**src/rtl/div.sv**
```systemverilog
// Multi-cycle 32-bit signed divider: restoring algorithm, one quotient bit per cycle.
// Truncates toward zero; remainder takes the dividend's sign; divide-by-zero sets divZero.
module div (
    input  logic        clk,
    input  logic        reset,
    input  logic        divCtrl,
    input  logic [31:0] srcA,
    input  logic [31:0] srcB,
    output logic [31:0] hi,
    output logic [31:0] lo,
    output logic        busy,
    output logic        done,
    output logic        divZero
);

    typedef enum logic [1:0] {
        StIdle,
        StRun,
        StFinish
    } state_e;

    state_e      state_q;
    logic [32:0] rem_q;
    logic [31:0] quot_q;
    logic [31:0] divisor_q;
    logic [5:0]  count_q;
    logic        neg_quot_q;
    logic        neg_rem_q;
    logic        zero_q;

    logic [31:0] a_mag;
    logic [31:0] b_mag;
    logic [32:0] rem_shift;
    logic [32:0] rem_diff;
    logic        step_ge;
    logic [31:0] quot_fin;
    logic [31:0] rem_fin;
    logic        unused_rem_msb;

    // Magnitudes are taken as unsigned, so |0x80000000| is 0x80000000 without overflow.
    assign a_mag = srcA[31] ? (32'd0 - srcA) : srcA;
    assign b_mag = srcB[31] ? (32'd0 - srcB) : srcB;

    // After every step rem < divisor <= 2^31, so the stored MSB is always zero and the
    // shifted value needs only rem[31:0]; the 33-bit width keeps compare/subtract exact.
    assign rem_shift      = {rem_q[31:0], quot_q[31]};
    assign step_ge        = (rem_shift >= {1'b0, divisor_q});
    assign rem_diff       = rem_shift - {1'b0, divisor_q};
    assign unused_rem_msb = rem_q[32];

    assign quot_fin = neg_quot_q ? (32'd0 - quot_q) : quot_q;
    assign rem_fin  = neg_rem_q ? (32'd0 - rem_q[31:0]) : rem_q[31:0];

    assign busy = (state_q != StIdle);

    always_ff @(posedge clk or negedge reset) begin
        if (!reset) begin
            state_q    <= StIdle;
            rem_q      <= '0;
            quot_q     <= '0;
            divisor_q  <= '0;
            count_q    <= '0;
            neg_quot_q <= 1'b0;
            neg_rem_q  <= 1'b0;
            zero_q     <= 1'b0;
            hi         <= '0;
            lo         <= '0;
            done       <= 1'b0;
            divZero    <= 1'b0;
        end else begin
            done <= 1'b0;
            unique case (state_q)
                StIdle: begin
                    if (divCtrl) begin
                        divisor_q  <= b_mag;
                        quot_q     <= a_mag;
                        rem_q      <= '0;
                        count_q    <= 6'd32;
                        neg_quot_q <= srcA[31] ^ srcB[31];
                        neg_rem_q  <= srcA[31];
                        zero_q     <= (srcB == 32'd0);
                        state_q    <= (srcB == 32'd0) ? StFinish : StRun;
                    end
                end
                StRun: begin
                    rem_q   <= step_ge ? rem_diff : rem_shift;
                    quot_q  <= {quot_q[30:0], step_ge};
                    count_q <= count_q - 6'd1;
                    if (count_q == 6'd1) begin
                        state_q <= StFinish;
                    end
                end
                StFinish: begin
                    if (zero_q) begin
                        hi      <= '0;
                        lo      <= '0;
                        divZero <= 1'b1;
                    end else begin
                        hi      <= rem_fin;
                        lo      <= quot_fin;
                        divZero <= 1'b0;
                    end
                    done    <= 1'b1;
                    state_q <= StIdle;
                end
                default: state_q <= StIdle;
            endcase
        end
    end

endmodule

```
**config.mk**
```make
export PLATFORM = sky130hd
export DESIGN_NAME = div
export DESIGN_NICKNAME = d
export VERILOG_FILES = /design/src/rtl/div.sv
export SDC_FILE = /design/constraint.sdc
export NUM_CORES = 1
export LEC_CHECK = 0
export CAP_MARGIN = 40
export CORE_MARGIN = 1.5
export CORE_UTILIZATION = 60
export CTS_BUF_LIST = sky130_fd_sc_hd__clkbuf_8
export DETAILED_ROUTE_END_ITERATION = 8
export HOLD_SLACK_MARGIN = 0.02
export MAX_ROUTING_LAYER = met4
export PLACE_DENSITY = 0.85
export SKIP_CTS_REPAIR_TIMING = 1
export SYNTH_ARGS = -nofsm -noshare
export SYNTH_HDL_FRONTEND = slang
export SYNTH_SLANG_ARGS = --single-unit
```
**constraint.sdc**
```tcl
create_clock -name clk -period 8.7 [get_ports clk]
set_clock_uncertainty 0.05 [all_clocks]
set_input_delay 1.74 -clock clk [delete_from_list [all_inputs] [get_ports clk]]
set_output_delay 1.74 -clock clk [all_outputs]
set_load 0.05 [all_outputs]
```
==> out/metrics.cfg <==
[global_routing]
antenna_found_initial = 0
grt.busiest_layer = met2
met3_usage_pct = 6.250
grt_pass1_wl_um = 47860
grt_overflow_total = 0
grt_max_degree = 95
grt_pass1_vias = 9422
met2_usage_pct = 46.18
grt_use_total_pct = 31.56
use_met1_pct = 44.20

[synth]
synthAdderAreaFrac_pct = 4.461
synth_cells = 1289
synth_compound_area_share_pct = 23.12
synth_cell_types = 62
synth_nets = 1395
synth_xor_area_share_pct = 11.36
seq_area_frac_synth_pct = 38.98
synthArstFlopShare_pct = 100.0
syn_area_per_cell_sq_um = 8.617
synth_edf_count = 0
synth_top_family_by_area = compound AO/OA/AOI/OAI gates
netlist_top_cells_area = dfrtp_1, xor2_1, o21ai_0
yosys.area.top_type = dfrtp_1
ys_ff_latch = 173
muxShareOfSynthArea_pct = 1.532
ys_warn_count = 0
synthSimpleGateAreaFrac_pct = 16.46
syn_area_sq_um = 11110
yosys-top-cells-count = nand2_1, dfrtp_1, o21ai_0
synthFlopType = dfrtp_1
synth_top_area_share_pct = 38.98
synth_most_common_cell = nand2_1

[drt]
drc = 12
antenna_left = 0
avgViaCountPerCell = 6.190
vias = 10078
drt-total-wl_um = 28810
drt_pass1_iterations = 9
post_drt_wl_per_cell_um = 17.69
drt_iter0_markers = 738

[timing]
worst_hold_slack_ns = 0.4324
rsz0062_at_grt = false
slew_headroom_pct = 37.58
fin_tns_setup_ns = 0
hold_violations = 0
setup_viol = 0
fmax_ghz = 0.2131
drv_slew = 0
min_period_over_period_pct = 53.95
tightestPinTransition_ns = 0.9363
period_needed_ns = 4.694

[floorplan]
io_pins = 134
num_rows = 49
dieHeight_um = 139.1
core_area_sq_um = 18090
initial_core_util_pct = 61.41
die_x_um = 139.1
die_area_sq_um = 19340

[clock_network]
cts_sinks = 173
cts_buffer_depth = 2
worstSkewPairLatency_ns = 0.48
cts_buffers = 17
cts_tree = done
h-tree-depth = 4
cts_root_buf = clkbuf_8
clk_pin_slew_ns = 0.10

[critical_path]
end_kind = flip-flop
crit_type = primary input to flip-flop
path_max_fanout = 5
cp.required_ns = 9.00
start_kind = primary input
crit_arrival_ns = 5.00

[power_and_ir_drop]
powerDensity_nw_per_um2 = 429.7
peakVddDrop_mv = 0.1918
p_leak_nw = 5.517

[layout]
syn_to_final_growth_pct = 17.81
nFillCells = 1414
drive_gt1_share_pct = 4.932
final_net_count = 1492
antenna_cells = 0

[place]
port_buffers = 133
dpl.hpwl_um = 21650
gp_congestion = 1.030

[hold_path]
hold_class = flip-flop to flip-flop

[outcome]
status = complete, but fails checks
violations = design-rule violations

[flow_run]
max-cap-violations = 0

## report_power, final
group,internal (mW),switching (mW)
combinational,1.34,2.05
clock,0.266,0.329
sequential,1.17,0.470
## flip-flops by register name (all words and copies together), names as in the netlist, 2 cells and up
register / cells
quot_q: 32
state_q: 2
hi: 32
divisor_q: 32
rem_q: 32
count_q: 6
lo: 32
## kinds of logic after synthesis
group	count (synthesis)
simple gates	388
fa+ha+maj	39
flops	173
compound gates	407
buf+inv	121
xor+xnor	144
mux	17
## worst max-delay path, cell delays in order
cell	delay, ns
clkdlybuf4s50_1	0.49
or4_4	0.59
or4_4	0.44
or2_4	0.26
or4_4	0.49
or4_4	0.47
o41ai_2	0.26
xor2_1	0.18
o21ai_1	0.07
## area by class of cell
class                      instances  area [sq um]  share of cell area, %
multi-input combinational        995          6347                  48.51
sequential                       173          4329                  33.08
timing repair buffer             147          1518                  11.60
tap                              229         286.5                  2.190
clock buffer                      17         234.0                  1.788
inverter                          52         195.2                  1.492
clock inverter                    15         175.2                  1.339
## worst paths after layout
kind                            slack, ns            end     start  cells past startpoint
worst max-delay path                 4.01  divisor_q[29]  srcB[10]                      9
worst min-delay path                 0.43         hi[11]    hi[11]                      2
worst max register to register       4.59      quot_q[0]  rem_q[5]                     11
worst min register to register       0.43         hi[11]    hi[11]                      2
max in group asynchronous            6.80         hi[11]     reset                      3
min in group asynchronous            0.99          lo[9]     reset                      1
## routing by layer
metal  share of wire [%]  up-vias
li1                    -     4837
met1                  46     4775
met2                  43      404
met3                 7.8       62
met4                 2.5        0
met5                   0        -
## cell usage in the layout, fill, tap and decap left out, types with 6 or more instances in the layout
cell             count
nand3_1             30
xnor2_1             38
a21oi_1             38
dfrtp_1            173
nor2b_1              9
or4_4                6
a32oi_1              8
inv_1               52
clkdlybuf4s50_1    132
nor3_1              14
o311ai_1             8
or2_2                6
o41ai_1             18
o21ai_1             20
or4_1               15
buf_4               10
nand4_1              9
clkbuf_8            17
a31oi_1             10
xor2_1             106
a21o_1              18
ha_1                38
o31ai_1             43
o21ai_0            169
mux2i_1             17
nor2_1              31
nor4_1              11
nand2_1            211
a22oi_1             27
nand2b_1            14
or3_1               12
## stage by stage
stage / total power [mW] / worst slack (ns) / utilization (%) / cell area [sq um] / std cells
global route: 6.055 / 3.940 / 72.35 / 13090 / 1628
floorplan: 4.004 / 4.197 / - / 11110 / 1289
CTS: 5.578 / 4.009 / 72.35 / 13090 / 1628
finish: 5.622 / 4.006 / 72.35 / 13090 / 1628
global placement: 4.857 / 3.586 / 69.39 / 12550 / 1590
detailed placement: 4.975 / 3.506 / 70.09 / 12680 / 1596
(Power assumes the default switching activity.)
